### config.mk
export PLATFORM = sky130hd
export DESIGN_NAME = axis_demux
export DESIGN_NICKNAME = d
export VERILOG_FILES = /design/src/rtl/axis_demux.sv
export SDC_FILE = /design/constraint.sdc
export NUM_CORES = 1
export LEC_CHECK = 0
export CORE_MARGIN = 8
export CORE_UTILIZATION = 40
export DETAILED_ROUTE_END_ITERATION = 8
export PLACE_DENSITY = 0.77
export SYNTH_ARGS = -nofsm -noshare
export SYNTH_HDL_FRONTEND = slang
export SYNTH_SLANG_ARGS = --single-unit
### constraint.sdc
create_clock -name clk -period 8.2 [get_ports clk]
set_input_delay 0.82 -clock clk [delete_from_list [all_inputs] [get_ports clk]]
set_output_delay 0.82 -clock clk [all_outputs]
set_load 0.005 [all_outputs]
### src/rtl/axis_demux.sv
// Packet-level AXI-Stream demultiplexer. Routes each packet to the port named in the first
// beat's tuser, drops and counts packets with an out-of-range destination.
module axis_demux #(
    parameter int unsigned PORTS          = 2,
    parameter int unsigned PORT_BITS      = $clog2(PORTS),
    parameter int unsigned DATA_WIDTH     = 64,
    parameter int unsigned KEEP_WIDTH     = DATA_WIDTH / 8,
    parameter int unsigned USER_WIDTH     = PORT_BITS,
    parameter int unsigned DROP_CNT_WIDTH = 16
) (
    input  logic                        clk,
    input  logic                        rst_n,
    input  logic [DATA_WIDTH-1:0]       s_axis_tdata,
    input  logic [KEEP_WIDTH-1:0]       s_axis_tkeep,
    input  logic [USER_WIDTH-1:0]       s_axis_tuser,
    input  logic                        s_axis_tlast,
    input  logic                        s_axis_tvalid,
    output logic                        s_axis_tready,
    output logic [PORTS*DATA_WIDTH-1:0] mn_axis_tdata,
    output logic [PORTS*KEEP_WIDTH-1:0] mn_axis_tkeep,
    output logic [PORTS*USER_WIDTH-1:0] mn_axis_tuser,
    output logic [PORTS-1:0]            mn_axis_tlast,
    output logic [PORTS-1:0]            mn_axis_tvalid,
    input  logic [PORTS-1:0]            mn_axis_tready,
    output logic [DROP_CNT_WIDTH-1:0]   drop_cnt
);

    localparam int unsigned NumCodes = 1 << PORT_BITS;

    typedef enum logic [1:0] {StHead, StFwd, StDrop} state_e;

    state_e                    state_q, state_d;
    logic [PORT_BITS-1:0]      port_q, port_d;
    logic [DROP_CNT_WIDTH-1:0] drop_cnt_q, drop_cnt_d;
    logic                      ready_q;
    logic                      out_valid_q, out_valid_d;
    logic                      skid_valid_q, skid_valid_d;

    logic [DATA_WIDTH-1:0] main_data_q, skid_data_q;
    logic [KEEP_WIDTH-1:0] main_keep_q, skid_keep_q;
    logic [USER_WIDTH-1:0] main_user_q, skid_user_q;
    logic                  main_last_q, skid_last_q;
    logic [PORT_BITS-1:0]  main_port_q, skid_port_q;

    logic [NumCodes-1:0]  port_ok;
    logic [PORT_BITS-1:0] dest, beat_port;
    logic                 beat, fwd, drop, drain;
    logic                 load_main_in, load_main_skid, load_skid;

    assign dest = s_axis_tuser[PORT_BITS-1:0];
    assign beat = s_axis_tvalid && ready_q;

    always_comb begin
        port_ok = '0;
        for (int unsigned i = 0; i < NumCodes; i++) begin
            port_ok[i] = (i < PORTS);
        end
    end

    // Routing FSM: destination is decoded only on the head beat of a packet.
    always_comb begin
        state_d    = state_q;
        port_d     = port_q;
        drop_cnt_d = drop_cnt_q;
        beat_port  = port_q;
        fwd        = 1'b0;
        drop       = 1'b0;
        if (beat) begin
            unique case (state_q)
                StHead: begin
                    if (port_ok[dest]) begin
                        fwd       = 1'b1;
                        port_d    = dest;
                        beat_port = dest;
                        state_d   = s_axis_tlast ? StHead : StFwd;
                    end else begin
                        drop    = 1'b1;
                        state_d = s_axis_tlast ? StHead : StDrop;
                    end
                end
                StFwd: begin
                    fwd = 1'b1;
                    if (s_axis_tlast) state_d = StHead;
                end
                StDrop: begin
                    if (s_axis_tlast) state_d = StHead;
                end
                default: state_d = StHead;
            endcase
        end
        if (drop && (drop_cnt_q != '1)) drop_cnt_d = drop_cnt_q + DROP_CNT_WIDTH'(1);
    end

    always_comb begin
        mn_axis_tvalid = '0;
        for (int unsigned i = 0; i < PORTS; i++) begin
            mn_axis_tvalid[i] = out_valid_q && (main_port_q == PORT_BITS'(i));
        end
    end

    assign drain = |(mn_axis_tvalid & mn_axis_tready);

    // Skid holds a beat only while main is stalled; it always refills main first to keep order.
    always_comb begin
        out_valid_d    = out_valid_q;
        skid_valid_d   = skid_valid_q;
        load_main_in   = 1'b0;
        load_main_skid = 1'b0;
        load_skid      = 1'b0;
        if (!out_valid_q || drain) begin
            if (skid_valid_q) begin
                load_main_skid = 1'b1;
                out_valid_d    = 1'b1;
                skid_valid_d   = 1'b0;
            end else if (fwd) begin
                load_main_in = 1'b1;
                out_valid_d  = 1'b1;
            end else begin
                out_valid_d = 1'b0;
            end
        end else if (fwd) begin
            load_skid    = 1'b1;
            skid_valid_d = 1'b1;
        end
    end

    always_ff @(posedge clk) begin
        if (!rst_n) begin
            state_q      <= StHead;
            port_q       <= '0;
            drop_cnt_q   <= '0;
            ready_q      <= 1'b0;
            out_valid_q  <= 1'b0;
            skid_valid_q <= 1'b0;
        end else begin
            state_q      <= state_d;
            port_q       <= port_d;
            drop_cnt_q   <= drop_cnt_d;
            ready_q      <= ~skid_valid_d;
            out_valid_q  <= out_valid_d;
            skid_valid_q <= skid_valid_d;
        end
    end

    always_ff @(posedge clk) begin
        if (load_main_skid) begin
            main_data_q <= skid_data_q;
            main_keep_q <= skid_keep_q;
            main_user_q <= skid_user_q;
            main_last_q <= skid_last_q;
            main_port_q <= skid_port_q;
        end else if (load_main_in) begin
            main_data_q <= s_axis_tdata;
            main_keep_q <= s_axis_tkeep;
            main_user_q <= s_axis_tuser;
            main_last_q <= s_axis_tlast;
            main_port_q <= beat_port;
        end
        if (load_skid) begin
            skid_data_q <= s_axis_tdata;
            skid_keep_q <= s_axis_tkeep;
            skid_user_q <= s_axis_tuser;
            skid_last_q <= s_axis_tlast;
            skid_port_q <= beat_port;
        end
    end

    assign s_axis_tready = ready_q;
    assign drop_cnt      = drop_cnt_q;
    assign mn_axis_tdata = {PORTS{main_data_q}};
    assign mn_axis_tkeep = {PORTS{main_keep_q}};
    assign mn_axis_tuser = {PORTS{main_user_q}};
    assign mn_axis_tlast = {PORTS{main_last_q}};

endmodule

==> impl_metrics.toml, run 1 <==
[route]
detail_route.wl_per_cell_um = 18.6
post_drt_via_cell_ratio = 4.46
route.vias.total = 3331
drt_pre_antenna_iters = 4
detail_route.drc_violations = 0
dr.first_iter.drc_count = 157
detail-route-antenna-nets = 0
postRouteWirelength_um = 13900

[sta]
fmax_ghz = 0.294
fin_crit_sh_pct = 41.5
post-route-worst-setup-slack_ns = 4.80
hold_viol = 0
setup_violations = 0
unrepaired_setup_endpoints_after_global_routing = "false"
clock-skew-final_ns = 0.00833
transition_time_of_the_tightest_slew_check_pin_ns = 1.06
finalSetupTns_ns = 0
post-route-min-period_ns = 3.40
slew_limit_fails = 0
timing.max_slew.rel_slack_pct = 29.3

[layout]
seqCellArea_mm2 = 0.00460
antennaDiodeCount = 0
layout.nets = 597
commonest_cells_after_routing_fill_and_taps_aside = "229 x clkdlybuf4s50_1, 150 x edfxtp_1, 49 x mux2_4, 25 x mux2_2, 17 x clkbuf_16"
flow.area_growth_from_synthesis_pct = 38.6
finalCoreUtilization_pct = 56.9
num-fill-cells = 1263
multi_input_comb_area_mm2 = 0.00122
most_frequent_standard_cell_in_the_layout_excluding_fill_and_tap_cells = "clkdlybuf4s50_1"
layout-drive-gt1-share_pct = 20.5

[worst_setup_path]
critPathMaxFanout = 40
rr_endpoint = "skid_last_q"
endpoint_kind = "register"
critPathLaunchType = "input pin"
reg2regPathDepth = 4
worst_ep_arrival_time_ns = 3.44
worstSetupPathType = "input pin to register"
required_ns = 8.24
reg2reg_from = "main_port_q"
rrSetupSlack_ns = 5.18

[global_routing]
antenna_found_initial = 0
pin_count_of_the_biggest_net_entering_global_routing = 76
wire_length_of_the_first_global_routing_pass_um = 20500
number_of_global_route_vias_before_repair = 3669
overflow = 0
grt_usage_pct = 13.1

[run_status]
outcome = "completed"

[clocking]
clk-insertion-delay-late_ns = 0.40
post_cts_buffers = 0
clock_tree.htree_level_count = 4
post_cts_resize_count = 0
cts_hold_repair.buffers = 0
tritoncts.num_buffers = 17
clkSinkCount = 155
cts_max_path_buffers = 2
ctsRootBufferMaster = "clkbuf_16"
clkTransAtPathRegs_ns = 0.06
tritoncts = "yes"

[synthesis]
synth.cell_area_mm2 = 0.00652
yosysUniqueCellTypes = 20
synth.ff_latch_count = 155
synth.avg_cell_area_um2 = 18.6
syn_inst = 351
synthesis.yosys.warnings = 0
synth_seq_area_share_pct = 70.6

[die]
design.die.area_mm2 = 0.0206
die_width_um = 144
die_height_um = 144
ioPinCount = 246
initial_core_util_pct = 41.1
core_area_mm2 = 0.0159
num_rows = 46

[worst_hold_path]
worstHoldStart = "state_q[0]"
holdPathEnd = "state_q[0]"
hold_path_class = "register to register"
whs_path_depth = 2

[placed_design]
port_buffers = 229
place.gp.congestion = 0.722
dp_hpwl_um = 10100
detailedPlace.worstSlack_ns = 4.29

[power]
power_leakage_nw = 3.17
irDropWorstVdd_mv = 0.121
power_per_cell_area_mw_per_mm2 = 207
total_power_w = 0.00187

[run]
drv_cap = 0
-- per-layer routing --
layer	vias up	GRT usage [%]	part of all wire, %
met3	8	4.64	8.9
li1	1531	-	-
met5	-	0	0
met1	1638	14.9	39
met2	154	22.5	51
met4	0	4.70	0.73
-- logic make-up (layout without fill, tap and decap cells) --
family | count (synthesis) | count (layout) | synth area share, %
multiplexers | 77 | 77 | 16.1
buffers and inverters | 103 | 268 | 12.0
AO/OA/AOI/OAI | 7 | 7 | 0.729
flip-flops | 155 | 155 | 70.6
AND/OR/NAND/NOR | 8 | 8 | 0.614
other | 1 | 16 | 0.0575
-- cell usage after synthesis --
cell	count	share of area [%]
dfxtp_1	5	1.5
nand3b_1	1	0.12
a311oi_1	1	0.13
nor3_1	1	0.077
nor2b_1	1	0.096
mux2_2	25	4.3
a21oi_1	4	0.31
and2_1	1	0.096
conb_1	1	0.057
buf_6	6	1.0
buf_2	2	0.15
nand2_1	2	0.12
buf_4	92	11
mux2i_1	3	0.46
o21a_1	1	0.12
nor2_1	2	0.12
inv_1	3	0.17
mux2_4	49	11
a21boi_2	1	0.17
edfxtp_1	150	69
-- stage by stage --
stage          hold WS (ns)  instance area, um^2  cells
6_report              0.513                 9040    747
4_1_cts               0.513                 9040    747
5_1_grt               0.559                 9040    747
3_3_place_gp          0.488                 8430    715
3_5_place_dp          0.506                 8430    715
2_1_floorplan         0.479                 6580    366
-- state kept, by name, summed over array words and instances, names as in the netlist, 8 cells and up --
name	count
skid_keep_q	8
main_keep_q	8
skid_data_q	64
main_data_q	64
-- worst max-delay path by stage --
stage                           end              start  depth (start not counted)
floorplan            main_data_q[0]  mn_axis_tready[1]                          2
global placement    skid_data_q[43]  mn_axis_tready[1]                          5
detailed placement  skid_data_q[48]  mn_axis_tready[1]                          5
CTS                 skid_data_q[53]  mn_axis_tready[1]                          5
global route            skid_last_q  mn_axis_tready[1]                          5
finish                  skid_last_q  mn_axis_tready[1]                          5
-- report_power, final --
group / internal [W] / total [W] / switching (W)
clock network: 0.000511 / 0.000798 / 0.000287
logic: 0.000112 / 0.000166 / 0.0000539
registers: 0.000898 / 0.000911 / 0.0000128
total: 0.00152 / 0.00187 / 0.000354
-- area by class of cell --
cell class | count | area share (%)
Tap cell | 216 | 2.99
Clock buffer | 25 | 5.48
Sequential cell | 155 | 50.9
Multi-Input combinational cell | 108 | 13.5
Timing Repair Buffer | 233 | 25.7
Inverter | 3 | 0.125
Clock inverter | 7 | 1.25
-- critical path, cell delays in order --
cell,delay (ns)
clkdlybuf4s50_1,0.42
mux2i_1,0.46
nand2_1,0.25
nor2_4,0.86
buf_4,0.59
Power figures use the tool's default switching activity.
==> run 2, diff against run 1 <==
clock period = 3.25 ns   (was 8.2 ns; I/O delays follow)
==> impl_metrics.toml, run 2 (synthesis results as in run 1) <==
[power]
power_leakage_nw = 3.16
irDropWorstVdd_mv = 0.306
power_per_cell_area_mw_per_mm2 = 519

[clocking]
clkTransAtPathRegs_ns = 0.06
post_cts_resize_count = 0
clkSinkCount = 155
cts_hold_repair.buffers = 0
tritoncts.num_buffers = 17
clk-insertion-delay-late_ns = 0.41
tritoncts = "yes"
post_cts_buffers = 0
ctsRootBufferMaster = "clkbuf_16"
cts_max_path_buffers = 2
clock_tree.htree_level_count = 4

[worst_setup_path]
slowest_stage = "mux2i_1"
worstPathBufferInverterCount = 1
worst_ep_arrival_time_ns = 2.25
endpoint_kind = "register"
reg2regPathDepth = 4
rr_endpoint = "skid_data_q[19]"
crit_chain = "mux2i_1 > nand2_1 > nor2_4 > buf_4"
critPathLaunchType = "register"
worstSetupPathType = "register to register"
required_ns = 3.29
reg2reg_from = "main_port_q"
rrSetupSlack_ns = 1.04
crit_family = "multiplexers"
critPathMaxFanout = 43
longest_individual_stage_delay_on_the_worst_path_ns = 0.52

[layout]
post_layout_nonfiller_instances = 748
num-fill-cells = 1209
antennaDiodeCount = 0
layout.nets = 598
flow.area_growth_from_synthesis_pct = 38.7
layout-drive-gt1-share_pct = 21.1
commonest_cells_after_routing_fill_and_taps_aside = "229 x clkdlybuf4s50_1, 150 x edfxtp_1, 49 x mux2_4, 25 x mux2_2, 17 x clkbuf_16"
most_frequent_standard_cell_in_the_layout_excluding_fill_and_tap_cells = "clkdlybuf4s50_1"
biggestRegsByFlops = "main_data_q: 64 flops, skid_data_q: 64 flops"

[route]
drt_pre_antenna_iters = 4
detail_route.drc_violations = 0
detail_route.wl_per_cell_um = 17.8
detail-route-antenna-nets = 0
route.vias.total = 3310
postRouteWirelength_um = 13300
dr.first_iter.drc_count = 164
post_drt_via_cell_ratio = 4.43

[run_status]
outcome = "completed"

[sta]
clock-skew-final_ns = 0.00554
fin_crit_sh_pct = 68.0
setup_violations = 0
finalSetupTns_ns = 0
hold_viol = 0
slew_limit_fails = 0
post-route-min-period_ns = 2.21
timing.max_slew.rel_slack_pct = 61.1
fmax_ghz = 0.453
unrepaired_setup_endpoints_after_global_routing = "false"
transition_time_of_the_tightest_slew_check_pin_ns = 0.584

[placed_design]
dp_hpwl_um = 9700
inst_count_dp = 716
place.gp.congestion = 0.684
port_buffers = 229

[worst_hold_path]
holdPathEnd = "skid_data_q[8]"
hold_path_class = "input pin to register"
worstHoldStart = "s_axis_tdata[8]"
whs_path_depth = 1

[die]
design.die.area_mm2 = 0.0206
initial_core_util_pct = 41.1
die_width_um = 144
core_area_mm2 = 0.0159
ioPinCount = 246
die_height_um = 144
num_rows = 46

[global_routing]
wire_length_of_the_first_global_routing_pass_um = 19700
grt_usage_pct = 12.7
overflow = 0
antenna_found_initial = 0
pin_count_of_the_biggest_net_entering_global_routing = 76
number_of_global_route_vias_before_repair = 3604

[run]
drv_cap = 0
[run 2: changes by cell type in the layout (fill, tap and decap cells not counted)]
cell        change
clkinv_4        +3
clkbuf_8        -4
clkbuf_1        -4
clkinv_1        +2
clkinvlp_4      +2
inv_6           +2
buf_12          +1
clkinv_2        -1
[run 2: layer usage]
layer / GRT usage [%] / part of all wire (%) / wire (um) / up-vias
li1: - / - / - / 1534
met1: 13.9 / 39 / 5240 / 1602
met2: 21.5 / 50 / 6590 / 159
met3: 5.47 / 9.9 / 1320 / 15
met4: 5.09 / 1.2 / 159 / 0
met5: 0 / 0 / 0 / -
[run 2: metrics by stage]
step                      power (W)  area (um^2)  utilization, %  hold WS (ns)  worst slack (ns)
after floorplan             0.00252         6590               -         0.424             0.142
after global placement      0.00275         8450            53.2         0.487             0.837
after detailed placement    0.00276         8450            53.2         0.520             0.762
after CTS                   0.00476         9050            57.0         0.467              1.02
after global routing        0.00488         9050            57.0         0.466             0.901
final                       0.00470         9050            57.0         0.495              1.04
[run 2: worst max-delay path by stage]
stage | startpoint | endpoint | slack, ns | cells past startpoint
finish | main_port_q | skid_data_q[19] | 1.04 | 4
global route | main_port_q | skid_data_q[21] | 0.90 | 4
CTS | main_port_q | skid_data_q[2] | 1.02 | 4
detailed placement | mn_axis_tready[1] | skid_data_q[36] | 0.76 | 5
global placement | mn_axis_tready[1] | skid_data_q[19] | 0.84 | 5
floorplan | main_port_q | main_data_q[0] | 0.14 | 2
[run 2: layout make-up]
cell class | count | area (um^2) | area share, %
clock inverters | 15 | 174 | 1.92
inverters | 3 | 11.3 | 0.124
flip-flops and latches | 155 | 4600 | 50.9
well taps | 216 | 270 | 2.99
repair buffers | 234 | 2340 | 25.9
clock buffers | 17 | 425 | 4.70
multi-input cells | 108 | 1220 | 13.5
[run 2: where the power goes]
group          internal, W  leakage, nW  switching [W]
sequential         0.00226         1.42      0.0000298
combinational     0.000284         1.46       0.000134
clock              0.00121        0.285       0.000776
total              0.00376         3.16       0.000940
==> run 3, diff against run 2 <==
PLACE_DENSITY = 0.8   (was 0.77)
clock period = 2.01 ns   (was 3.25 ns; I/O delays follow)
==> impl_metrics.toml, run 3 (synthesis results as in run 1) <==
[worst_setup_path]
longest_individual_stage_delay_on_the_worst_path_ns = 0.48
critical_path.most_common_cell = "buf_12"
worst_ep_arrival_time_ns = 2.04
worstSetupPathType = "register to register"
slowest_stage = "edfxtp_1"
crit_chain = "mux2i_4 > a21boi_4 > buf_12 > buf_12 > mux2_2"
endpoint_kind = "register"
critPathMaxFanout = 19
required_ns = 2.17
critPathLaunchType = "register"

[layout]
layout.nets = 607
biggestRegsByFlops = "main_data_q: 64 flops, skid_data_q: 64 flops"
seqCellArea_mm2 = 0.00460
flow.area_growth_from_synthesis_pct = 40.7
layout-drive-gt1-share_pct = 22.0
multi_input_comb_area_mm2 = 0.00124
finalCoreUtilization_pct = 57.8
antennaDiodeCount = 0
num-fill-cells = 1198
commonest_cells_after_routing_fill_and_taps_aside = "229 x clkdlybuf4s50_1, 150 x edfxtp_1, 49 x mux2_4, 25 x mux2_2, 17 x clkbuf_16"
most_frequent_standard_cell_in_the_layout_excluding_fill_and_tap_cells = "clkdlybuf4s50_1"

[die]
die_width_um = 144
die_height_um = 144
initial_core_util_pct = 41.1
num_rows = 46
core_area_mm2 = 0.0159
ioPinCount = 246
design.die.area_mm2 = 0.0206

[power]
power_per_cell_area_mw_per_mm2 = 810
power_leakage_nw = 3.21
irDropWorstVdd_mv = 0.512
total_power_w = 0.00743

[sta]
fin_crit_sh_pct = 93.5
slew_limit_fails = 0
hold_viol = 0
post-route-worst-setup-slack_ns = 0.131
setup_violations = 0
holdWs_ns = 0.373
post-route-min-period_ns = 1.88
unrepaired_setup_endpoints_after_global_routing = "false"
fmax_ghz = 0.532
clock-skew-final_ns = 0.00693

[clocking]
ctsRootBufferMaster = "clkbuf_16"
clkSinkCount = 155
clk-insertion-delay-late_ns = 0.41
cts_max_path_buffers = 2
tritoncts.num_buffers = 17
tritoncts = "yes"
clkTransAtPathRegs_ns = 0.06
post_cts_buffers = 0
cts_hold_repair.buffers = 0
post_cts_resize_count = 0
clock_tree.htree_level_count = 4

[run]
drv_cap = 0

[route]
detail_route.wl_per_cell_um = 17.7
detail_route.drc_violations = 0
route.vias.total = 3333
drt_pre_antenna_iters = 4
post_drt_via_cell_ratio = 4.40
postRouteWirelength_um = 13400
detail-route-antenna-nets = 0
dr.first_iter.drc_count = 155

[global_routing]
overflow = 0
number_of_global_route_vias_before_repair = 3568
antenna_found_initial = 0
pin_count_of_the_biggest_net_entering_global_routing = 45
grt_usage_pct = 12.7
wire_length_of_the_first_global_routing_pass_um = 19900

[worst_hold_path]
hold_path_class = "input pin to register"

[placed_design]
dp_hpwl_um = 10100
port_buffers = 229
detailedPlace.worstSlack_ns = 0.00578
place.gp.congestion = 0.725

[run_status]
outcome = "completed"
[run 3: per-layer routing]
layer  vias to the layer above  track usage (%)  share of wire (%)
li1                       1542                -                  -
met4                         0             4.65                1.1
met2                       156             22.0                 51
met5                         -                0                  0
met1                      1624             14.1                 39
met3                        11             4.78                9.8
[run 3: worst paths after layout]
| path | depth (start not counted) | from | end | slack [ns] |
|---|---|---|---|---|
| worst max-delay path | 5 | main_port_q | main_keep_q[6] | 0.13 |
| worst min-delay path | 2 | rst_n | s_axis_tready | 0.37 |
| worst max register to register | 5 | main_port_q | main_keep_q[6] | 0.13 |
| worst min register to register | 2 | state_q[0] | state_q[0] | 0.52 |
[run 3: critical path, delay by kind of cell (launching register included)]
family,cells,cell delay (ns)
buf+inv,2,0.36
mux,2,0.60
flops,1,0.48
compound gates,1,0.18
[run 3: layout make-up]
class                           count  area share, %
Multi-Input combinational cell    108           13.5
Clock inverter                     13           1.36
Sequential cell                   155           50.2
Tap cell                          216           2.94
Timing Repair Buffer              243           27.2
Inverter                            3          0.123
Clock buffer                       19           4.72
[run 3: where the power goes]
part           internal (W)  switching (W)  total, W
sequential          0.00366      0.0000503   0.00371
combinational      0.000474       0.000219  0.000693
clock               0.00181        0.00121   0.00303
total               0.00595        0.00148   0.00743
[run 3: metrics by stage]
stage,setup TNS [ns],std cells,instance area [um^2]
finish,0,757,9180
global route,0,757,9180
CTS,0,757,9180
detailed placement,0,725,8620
global placement,0,725,8620
floorplan,-53.57,366,6610
